===== src/rtl/i2c_master_word_ctrl.sv =====
// Word-level I2C command sequencer: turns one host command into START, DATA_W data
// bits, one ACK bit and an optional STOP on the bit controller, with arbitration abort.
module i2c_master_word_ctrl #(
  parameter int DATA_W = 8
) (
  input  logic              Clk,
  input  logic              Rst,
  input  logic              Cmd_valid,
  input  logic              Start,
  input  logic              Stop,
  input  logic              Read,
  input  logic              Write,
  input  logic              Tx_ack,
  input  logic [DATA_W-1:0] Din,
  output logic [DATA_W-1:0] Dout,
  output logic              Rx_ack,
  output logic              Busy,
  output logic              I2C_done,
  output logic              I2C_al,
  output logic [3:0]        Bit_cmd,
  output logic              Bit_txd,
  input  logic              Bit_rxd,
  input  logic              Bit_ack,
  input  logic              Bit_al
);
  // state | meaning
  // IDLE  | no command in progress, Cmd_valid accepted
  // START | START bit command outstanding
  // DATA  | data bits in flight, cnt = bits already acknowledged
  // ACK   | acknowledge bit (read after a write, write after a read)
  // STOP  | STOP bit command outstanding
  localparam int CNT_W = $clog2(DATA_W + 1);

  localparam logic [3:0] CMD_NOP   = 4'b0000;
  localparam logic [3:0] CMD_START = 4'b0001;
  localparam logic [3:0] CMD_STOP  = 4'b0010;
  localparam logic [3:0] CMD_WRITE = 4'b0100;
  localparam logic [3:0] CMD_READ  = 4'b1000;

  typedef enum logic [2:0] {S_IDLE, S_START, S_DATA, S_ACK, S_STOP} state_t;

  state_t            state, state_n;
  logic [DATA_W-1:0] shreg, shreg_n, dout_n;
  logic [CNT_W-1:0]  cnt, cnt_n;
  logic              c_stop, c_rd, c_wr, c_tx_ack;
  logic              stop_n, rd_n, wr_n, tx_ack_n;
  logic              busy_n, done_n, al_n, rx_ack_n, txd_n, finish;
  logic [3:0]        bit_cmd_n;

  always_comb begin
    state_n   = state;
    shreg_n   = shreg;
    cnt_n     = cnt;
    dout_n    = Dout;
    rx_ack_n  = Rx_ack;
    busy_n    = Busy;
    done_n    = 1'b0;
    al_n      = 1'b0;
    finish    = 1'b0;
    stop_n    = c_stop;
    rd_n      = c_rd;
    wr_n      = c_wr;
    tx_ack_n  = c_tx_ack;
    bit_cmd_n = CMD_NOP;
    txd_n     = 1'b0;

    case (state)
      S_IDLE: begin
        if (Cmd_valid) begin
          stop_n   = Stop;
          wr_n     = Write;
          rd_n     = Read & ~Write;
          tx_ack_n = Tx_ack;
          shreg_n  = Din;
          cnt_n    = '0;
          busy_n   = Start | Read | Write | Stop;
          if (Start)              state_n = S_START;
          else if (Read | Write)  state_n = S_DATA;
          else if (Stop)          state_n = S_STOP;
          else                    done_n  = 1'b1;
        end
      end
      default: begin
        // arbitration loss wins over a coincident Bit_ack
        if (Bit_al) begin
          state_n = S_IDLE;
          busy_n  = 1'b0;
          al_n    = 1'b1;
        end else if (Bit_ack) begin
          case (state)
            S_START: begin
              if (c_rd | c_wr)  state_n = S_DATA;
              else if (c_stop)  state_n = S_STOP;
              else              finish  = 1'b1;
            end
            S_DATA: begin
              shreg_n = c_wr ? (shreg << 1) : ((shreg << 1) | DATA_W'(Bit_rxd));
              cnt_n   = cnt + 1'b1;
              if (cnt == CNT_W'(DATA_W - 1)) state_n = S_ACK;
            end
            S_ACK: begin
              if (c_wr) rx_ack_n = Bit_rxd;
              else      dout_n   = shreg;
              if (c_stop) state_n = S_STOP;
              else        finish  = 1'b1;
            end
            S_STOP:  finish = 1'b1;
            default: finish = 1'b0;
          endcase
        end
      end
    endcase

    if (finish) begin
      state_n = S_IDLE;
      busy_n  = 1'b0;
      done_n  = 1'b1;
    end

    // bit command is a function of the state being entered (or held)
    case (state_n)
      S_START: bit_cmd_n = CMD_START;
      S_DATA: begin
        if (wr_n) begin
          bit_cmd_n = CMD_WRITE;
          txd_n     = shreg_n[DATA_W-1];
        end else begin
          bit_cmd_n = CMD_READ;
        end
      end
      S_ACK: begin
        if (wr_n) begin
          bit_cmd_n = CMD_READ;
        end else begin
          bit_cmd_n = CMD_WRITE;
          txd_n     = tx_ack_n;
        end
      end
      S_STOP:  bit_cmd_n = CMD_STOP;
      default: bit_cmd_n = CMD_NOP;
    endcase
  end

  always_ff @(posedge Clk) begin
    if (Rst) begin
      state    <= S_IDLE;
      shreg    <= '0;
      cnt      <= '0;
      Dout     <= '0;
      Rx_ack   <= 1'b0;
      Busy     <= 1'b0;
      I2C_done <= 1'b0;
      I2C_al   <= 1'b0;
      Bit_cmd  <= CMD_NOP;
      Bit_txd  <= 1'b0;
      c_stop   <= 1'b0;
      c_rd     <= 1'b0;
      c_wr     <= 1'b0;
      c_tx_ack <= 1'b0;
    end else begin
      state    <= state_n;
      shreg    <= shreg_n;
      cnt      <= cnt_n;
      Dout     <= dout_n;
      Rx_ack   <= rx_ack_n;
      Busy     <= busy_n;
      I2C_done <= done_n;
      I2C_al   <= al_n;
      Bit_cmd  <= bit_cmd_n;
      Bit_txd  <= txd_n;
      c_stop   <= stop_n;
      c_rd     <= rd_n;
      c_wr     <= wr_n;
      c_tx_ack <= tx_ack_n;
    end
  end

endmodule


===== config.mk =====
export PLATFORM = sky130hd
export DESIGN_NAME = i2c_master_word_ctrl
export DESIGN_NICKNAME = d
export VERILOG_FILES = /design/src/rtl/i2c_master_word_ctrl.sv
export SDC_FILE = /design/constraint.sdc
export NUM_CORES = 1
export LEC_CHECK = 0
export CAP_MARGIN = 25
export CORE_MARGIN = 3
export CORE_UTILIZATION = 32
export CTS_CLUSTER_DIAMETER = 80
export DETAILED_ROUTE_END_ITERATION = 16
export DONT_BUFFER_PORTS = 1
export SLEW_MARGIN = 20
export SYNTH_ARGS = -nofsm -noshare
export SYNTH_HDL_FRONTEND = slang
export SYNTH_SLANG_ARGS = --single-unit

===== constraint.sdc =====
create_clock -name Clk -period 1.75 [get_ports Clk]
set_input_delay 0.175 -clock Clk [delete_from_list [all_inputs] [get_ports Clk]]
set_output_delay 0.175 -clock Clk [all_outputs]
set_load 0.01 [all_outputs]

# == After elaboration in Yosys (flattened, before gate mapping) ==
# Index checks and enable logic that the tools add are counted.
# totals
wordCells,98
regBits,36
inputBits,19
output_inout_bits,17
# classes
addsub,1
muxes,49
n_bitwise,11
n_eq_ne,11
reduce_logical,11
# ops
cell,n
$mux 8,6
$mux 3,11
$mux 4,7
$mux 1,21
$pmux 4 s4,1
$eq 3x2->1 const B,4
$reduce_and 5->1,2
$pmux 3 s3,1
$or 8x1->8,1
$eq 3x1->1 const B,2
$eq 3x3->1 const B,2
$reduce_bool 2->1,3
$or 1x1->1,5
$add 4x1->4 const B,1
$eq 4x3->1 const B,1
$not 1->1,4
$reduce_and 2->1,2
$reduce_and 4->1,1
$reduce_or 2->1,2
$logic_not 3->1,1
$pmux 1 s3,1
$ne 2x1->1 const B,1
$ne 2x2->1 const B,1
$pmux 1 s2,1
$and 1x1->1,1

# == Depth between registers and ports, before layout ==
# Gate-level depths: netlist of the first run.
# depth
depth_word,9
mapped_depth,7
mapped_depth_nobuf,6

# == Worst setup path after synthesis of the first run ==
# Ideal clock, no wire load.
# synth_path
path_kind,reg-to-reg
from,register state[1]
to,register Bit_cmd[3]
path_stages_with_launch,7
setup_ns,0.060
n_path_buf,1
slack_ns,0.006
required_time_ns,1.690
arrival_ns,1.683
period_less_slack_ns,1.744
path_cell_list,dfxtp_1 buf_6 or3b_4 o311a_4 o211ai_4 xor2_2 and3_1
# synth_between
elab_chain_len,9
elab_cells_between_ends,29
cone_classes,eq/ne: 8; mux: 20; reduce/logical: 1
# synth_rtl
element,line_no,text
"start, declared",42,"state_t state, state_n;"
"start signal, assigned",161,state <= state_n;
$mux 3,"93, 104",
$mux 3,92,if (c_rd | c_wr) state_n = S_DATA;
$pmux 3 s3,90,case (state)
$mux 3,89,end else if (Bit_ack) begin
$mux 3,85,if (Bit_al) begin
$mux 3,67,case (state)
$mux 3,114,if (finish) begin
"$eq 3x3->1, or another cell as far along",121,case (state_n)
$pmux 4 s4 (*),121,
"end signal, assigned",169,Bit_cmd <= bit_cmd_n;
"end, declared",20,"output logic [3:0] Bit_cmd,"
# Every way passes the cells marked *; elsewhere a longest branch is shown, timed or not.
# A chain may end at the register's enable or synchronous reset.

# == Final worst setup path of the first run ==
# layout_path
from,register state[0]
to,register Bit_cmd[3]
# Same word-level chain as after synthesis.

==> results of run 1 <==
==> layout by cell type, fill, tap and decap left out, types with 2 or more instances in the layout <==
cell,count
nand4_1,2
dfxtp_2,4
a21oi_1,15
mux2i_1,10
clkbuf_1,2
nor3_1,5
xor2_1,2
nand2_1,15
nand3b_1,4
a21o_1,2
nor2_1,22
a22oi_1,7
inv_1,2
nor2b_1,2
nand3_1,3
dfxtp_1,32
and2_1,3
nor3b_1,2
buf_4,18
o31ai_1,2
clkbuf_8,5
==> state kept, by name, summed over array words and instances (netlist names), 3 cells and up <==
name     flops
Bit_cmd      4
Dout         8
cnt          4
shreg        8
state        3
==> stage by stage <==
step | power (mW) | utilization [%] | worst slack (ns) | hold slack [ns] | std cells
2_1_floorplan | 1.04 | - | 0.00638 | 0.311 | 170
3_3_place_gp | 1.09 | 36.7 | 0.0445 | 0.249 | 242
3_5_place_dp | 1.09 | 36.7 | 0.00414 | 0.252 | 242
4_1_cts | 1.68 | 39.0 | 0.00207 | 0.00853 | 253
5_1_grt | 1.76 | 40.3 | -0.0376 | 0.0169 | 257
6_report | 1.69 | 40.3 | 0.0313 | 0.0113 | 257
==> cell families after synthesis <==
logic type / Yosys count / synth area share, %
simple gates: 71 / 24.3
compound gates: 37 / 17.6
flops: 36 / 45.1
buf+inv: 11 / 3.21
mux: 10 / 6.27
xor+xnor: 4 / 2.67
fa+ha+maj: 1 / 0.784
==> power by group through the flow <==
| stage | clock, mW | combinational, mW | sequential [mW] |
|---|---|---|---|
| global route | 0.631 | 0.252 | 0.882 |
| finish | 0.579 | 0.228 | 0.878 |
| global placement | 0 | 0.193 | 0.896 |
| floorplan | 0 | 0.146 | 0.890 |
| CTS | 0.593 | 0.209 | 0.878 |
| detailed placement | 0 | 0.194 | 0.896 |
==> metal layers <==
metal / global-route usage (%) / vias up / share of wire (%)
met4: 6.88 / 0 / 1.9
met1: 17.2 / 580 / 46
li1: - / 649 / -
met3: 4.02 / 7 / 4.9
met5: 0 / - / 0
met2: 21.4 / 28 / 47
==> repair_timing <==
item | in CTS | in global routing
setup buffers | 2 | 3
hold endpoints to repair | 27 | 0
setup endpoints to repair | 1 | 4
pin swaps | 4 | 6
hold buffers | 1 | 0
gates resized for setup | 3 | 5
==> worst paths after layout <==
path,to,slack (ns)
worst min register to register,shreg[4]$_SDFFE_PP0P_,0.48
worst max register to register,Bit_cmd[3]$_SDFF_PP0_,0.03
worst max-delay path,Bit_cmd[3]$_SDFF_PP0_,0.03
worst min-delay path,c_stop$_SDFFE_PP0P_,0.01
==> layout make-up <==
class                           instances  area (sq um)
Tap cell                               67          83.8
Clock inverter                          1          8.76
Inverter                                2          7.51
Clock buffer                            7          76.3
Sequential cell                        36           726
Fill cell                             461          2860
Timing Repair Buffer                   21           180
Multi-Input combinational cell        123           846
==> worst max-delay path, stage by stage (launching register included) <==
cell and delay, ns:
dfxtp_2 0.34, or3b_4 0.40, o311a_4 0.33, o211ai_4 0.27, xor2_2 0.16, and3_1 0.16
==> metrics.csv, run 1 <==
stage;metric;value;unit
status;status;finished, final reports clean;
logic_synthesis;Mapped Nets;190;
setup_path;critical path launch point;state[0]$_SDFF_PP0_;
grt;largest net degree at the start of global routing;28;
logic_synthesis;Async S/R FF share, synth;0;%
sta;FMAX;0.582;GHz
hold_path;worst min path class;in -> reg;
route;vias per cell;4.92;
logic_synthesis;cell area after synthesis;1600;sq um
setup_path;CP startpoint kind;register;
power;Worst VDD drop;432;uV
setup_path;cell depth of the worst flop-to-flop path;5;
logic_synthesis;top cells by area, synth;dfxtp_1, mux2i_1, nor2_1;
grt;Total GRT Usage;13.7;%
grt;initial antenna violation count;0;
grt;vias in the first global route;1302;
finish;P&R area growth vs syn;20.8;%
route;Routed Antenna Nets;0;
floorplanning;Ports;36;
logic_synthesis;syn_area_per_cell;9.39;sq um
logic_synthesis;leading area contributor after synthesis;dfxtp_1;
sta;minimum clock period;1.72;ns
finish;nets@finish;209;
hold_path;HP Start;Stop;
setup_path;Critical R2R Launch;state[0]$_SDFF_PP0_;
logic_synthesis;area fraction of the dominant cell type after synthesis;45.1;%
power;Clock Power Share;34.4;%
finish;diodes inserted;0;
power;net switching power;0.438;mW
setup_path;Crit Path Max Fanout;6;
power;leak pwr;0.782;nW
floorplanning;Die Y;76.6;um
grt;grt total ovfl;0;
floorplanning;Die X-Extent;76.6;um
floorplanning;Cell Rows;25;
logic_synthesis;Unique masters post-synth;45;
clocking;CTS max path bufs;2;
power;share of total power in sequential cells;52.1;%
setup_path;crit path DAT;1.95;ns
floorplanning;core area;4790;sq um
sta;max-slew violations;0;
power;internal power;1.25;mW
logic_synthesis;top-count cell post-synth;dfxtp_1;
route;wire length per cell;14.5;um
clocking;clk sink count;36;
setup_path;crit path kind;reg -> reg;
hold_path;Hold Path Depth;2;
sta;# setup viols final;0;
logic_synthesis;Seq/Total Area, Yosys;45.1;%
placement;post-DP HPWL;2620;um
clocking;TritonCTS buffer count;5;
route;DR iter-0 viols;44;
finish;Final Cell Area;1930;sq um
power;P per Cell Area;874;nW/um^2
placement;Placed Instance Area;1750;sq um
sta;Worst-Margin Slew;0.373;ns
logic_synthesis;Mapped Cells;170;
logic_synthesis;YS warnings;0;
clocking;CTS tree;yes;
clocking;clock root buffer master;clkbuf_8;
floorplanning;Die ar.;5870;sq um
route;detailed-route via count;1264;
sta;Final Skew;0.0110;ns
route;WL final;3730;um
clocking;H-tree Lvls;2;
placement;Port Buffer Count;0;
clocking;worst skew pair latency;0.29;ns
logic_synthesis;Synth top cells by count;dfxtp_1, nor2_1, a21oi_1, nand2_1, mux2i_1;
grt;first-pass GRT wire length;6350;um
sta;Final Hold Viols;0;
route;Pre-Repair DR Iteration Count;4;
clocking;CTS clock-pin slew for the worst setup and hold paths;0.07;ns
setup_path;Worst setup EP type;register;
sta;final worst-path cycle share;98.2;%
route;Remaining DRCs;0;
sta;TNS Setup;0;ns
power;combinational share of power;13.5;%
logic_synthesis;EDFF count, synth;0;
sta;relative slew slack;74.9;%
finish;layout cells sized above 1;22.6;%
run;Max Cap Violations;0;
power;Switching Share;26.0;%
floorplanning;Starting Density;33.4;%
sta;RSZ-0062 raised after global routing;yes;
placement;routability cong.;0.846;
logic_synthesis;dominant synthesized flop cell;dfxtp_1;
logic_synthesis;Seq cells post-synth;36;
setup_path;Critical Path RT;1.98;ns
Power figures use the tool's default switching activity.
==> run 2: changes to the inputs <==
--- a/config.mk
+++ b/config.mk
@@ -11,6 +11,7 @@
 export CTS_CLUSTER_DIAMETER = 80
 export DETAILED_ROUTE_END_ITERATION = 16
 export DONT_BUFFER_PORTS = 1
+export SKIP_CTS_REPAIR_TIMING = 1
 export SLEW_MARGIN = 20
 export SYNTH_ARGS = -nofsm -noshare
 export SYNTH_HDL_FRONTEND = slang
==> run 2 against run 1 <==
Net effect: fmax shrank 1.6%; clock power about the same; via count decreased by 1.7%; largest cell class unchanged.
==> metrics.csv, run 2 (synthesized netlist as in run 1, its figures left out) <==
stage;metric;value;unit;change
setup_path;CP startpoint kind;register;;
clocking;clk sink count;36;;unchanged
setup_path;crit path DAT;1.92;ns;-0.03 ns
placement;routability cong.;0.846;;unchanged
sta;Worst-Margin Slew;0.983;ns;+0.610 ns
finish;commonest cells after routing, fill and taps aside;dfxtp_1, nor2_1, nand2_1, a21oi_1, buf_4;;
route;Remaining DRCs;0;;unchanged
floorplanning;Starting Density;33.4;%;unchanged
clocking;TritonCTS buffer count;5;;unchanged
setup_path;Worst setup EP type;register;;
power;P per Cell Area;893;nW/um^2;+2.2%
grt;Total GRT Usage;13.5;%;-0.20 points
sta;max-slew violations;0;;unchanged
sta;# setup viols final;0;;unchanged
grt;grt total ovfl;0;;unchanged
route;wire length per cell;14.6;um;+0.82%
clocking;CTS tree;yes;;
grt;first-pass GRT wire length;6270;um;-1.4%
sta;RSZ-0062 raised after global routing;yes;;
placement;Placed Instance Area;1750;sq um;unchanged
grt;initial antenna violation count;0;;unchanged
floorplanning;core area;4790;sq um;unchanged
hold_path;worst min path class;in -> reg;;
power;Final Power;1.66;mW;-1.4%
finish;nets@finish;203;;-2.9%
floorplanning;Die Y;76.6;um;unchanged
setup_path;crit path kind;reg -> reg;;
setup_path;cell depth of the worst flop-to-flop path;5;;unchanged
setup_path;Critical Path RT;1.92;ns;-0.06 ns
run;Max Cap Violations;0;;unchanged
sta;FMAX;0.573;GHz;-1.6%
clocking;clock root buffer master;clkbuf_8;;
finish;leading cell type in the layout, fill and taps excluded;dfxtp_1;;
route;Routed Antenna Nets;0;;unchanged
sta;Final Hold Viols;0;;unchanged
clocking;worst skew pair latency;0.29;ns;about the same
route;detailed-route via count;1242;;-1.7%
finish;Top Registers;Dout: 8 flops, shreg: 8 flops;;
sta;final worst-path cycle share;99.8;%;+1.6 points
sta;Final Skew;0.0116;ns;+0.000534 ns
route;WL final;3670;um;-1.5%
floorplanning;Ports;36;;unchanged
sta;relative slew slack;34.3;%;-41 points
placement;post-DP HPWL;2620;um;unchanged
status;status;finished, final reports clean;;
power;leak pwr;0.744;nW;-4.9%
route;Pre-Repair DR Iteration Count;5;;+1
finish;P&R area growth vs syn;16.5;%;
finish;layout cells sized above 1;18.5;%;-4.2 points
clocking;CTS clock-pin slew for the worst setup and hold paths;0.07;ns;about the same
floorplanning;Die X-Extent;76.6;um;unchanged
grt;vias in the first global route;1280;;-1.7%
finish;diodes inserted;0;;unchanged
floorplanning;Die ar.;5870;sq um;unchanged
sta;minimum clock period;1.75;ns;+0.0271 ns
route;DR iter-0 viols;29;;-34%
clocking;CTS max path bufs;2;;unchanged
floorplanning;Cell Rows;25;;unchanged
clocking;H-tree Lvls;2;;unchanged
placement;Port Buffer Count;0;;unchanged
hold_path;Hold Path Depth;2;;unchanged
route;vias per cell;4.95;;+0.61%
grt;largest net degree at the start of global routing;30;;+7.1%
finish;Final Cell Area;1860;sq um;-3.6%
power;Worst VDD drop;460;uV;+6.6%
setup_path;Crit Path Max Fanout;6;;unchanged
## run 2: cell types whose count changed in the layout (fill, tap and decap cells not counted), sizes merged
cell  delta
buf      -6
## run 2: power breakdown
part,internal [mW],switching [mW],leakage (nW),total (mW)
registers,0.850,0.0269,0.295,0.877
logic,0.0953,0.110,0.406,0.205
clock network,0.284,0.294,0.0424,0.578
## run 2: routing by layer
layer,track usage (%),share of wire [%]
met1,17.1,47
met2,20.9,45
met3,4.02,4.7
met4,6.70,2.5
met5,0,0
## run 2: path summary, 6_finish.rpt
kind	from	endpoint	slack, ns
setup / recovery	state[0]$_SDFF_PP0_	Bit_cmd[3]$_SDFF_PP0_	0.004
hold / removal	Stop	c_stop$_SDFFE_PP0P_	0.01
setup reg to reg	state[0]$_SDFF_PP0_	Bit_cmd[3]$_SDFF_PP0_	0.004
hold reg to reg	shreg[4]$_SDFFE_PP0P_	shreg[4]$_SDFFE_PP0P_	0.48
## run 2: through the flow
step | TNS [ns] | hold slack, ns | utilization [%] | std cells | worst slack (ns)
after floorplan | 0 | 0.311 | - | 170 | 0.00638
after global placement | 0 | 0.249 | 36.7 | 242 | 0.0445
after detailed placement | 0 | 0.252 | 36.7 | 242 | 0.00414
after CTS | -0.0150 | -0.0612 | 38.4 | 250 | -0.0150
after global routing | -0.0983 | 0.0170 | 38.8 | 251 | -0.0480
final | 0 | 0.0132 | 38.8 | 251 | 0.00417
## run 2: cell type report
| cell class | count | area [sq um] |
|---|---|---|
| well taps | 67 | 83.8 |
| inverters | 2 | 7.51 |
| repair buffers | 15 | 128 |
| flip-flops and latches | 36 | 728 |
| clock inverters | 1 | 8.76 |
| multi-input cells | 123 | 827 |
| clock buffers | 7 | 76.3 |
| fillers | 467 | 2930 |
## run 2: worst max-delay path, cell delays in order (launching register included)
cell and delay (ns):
dfxtp_2 0.34, or3b_4 0.41, o311a_4 0.33, o211ai_4 0.27
xor2_2 0.11, and3_1 0.18
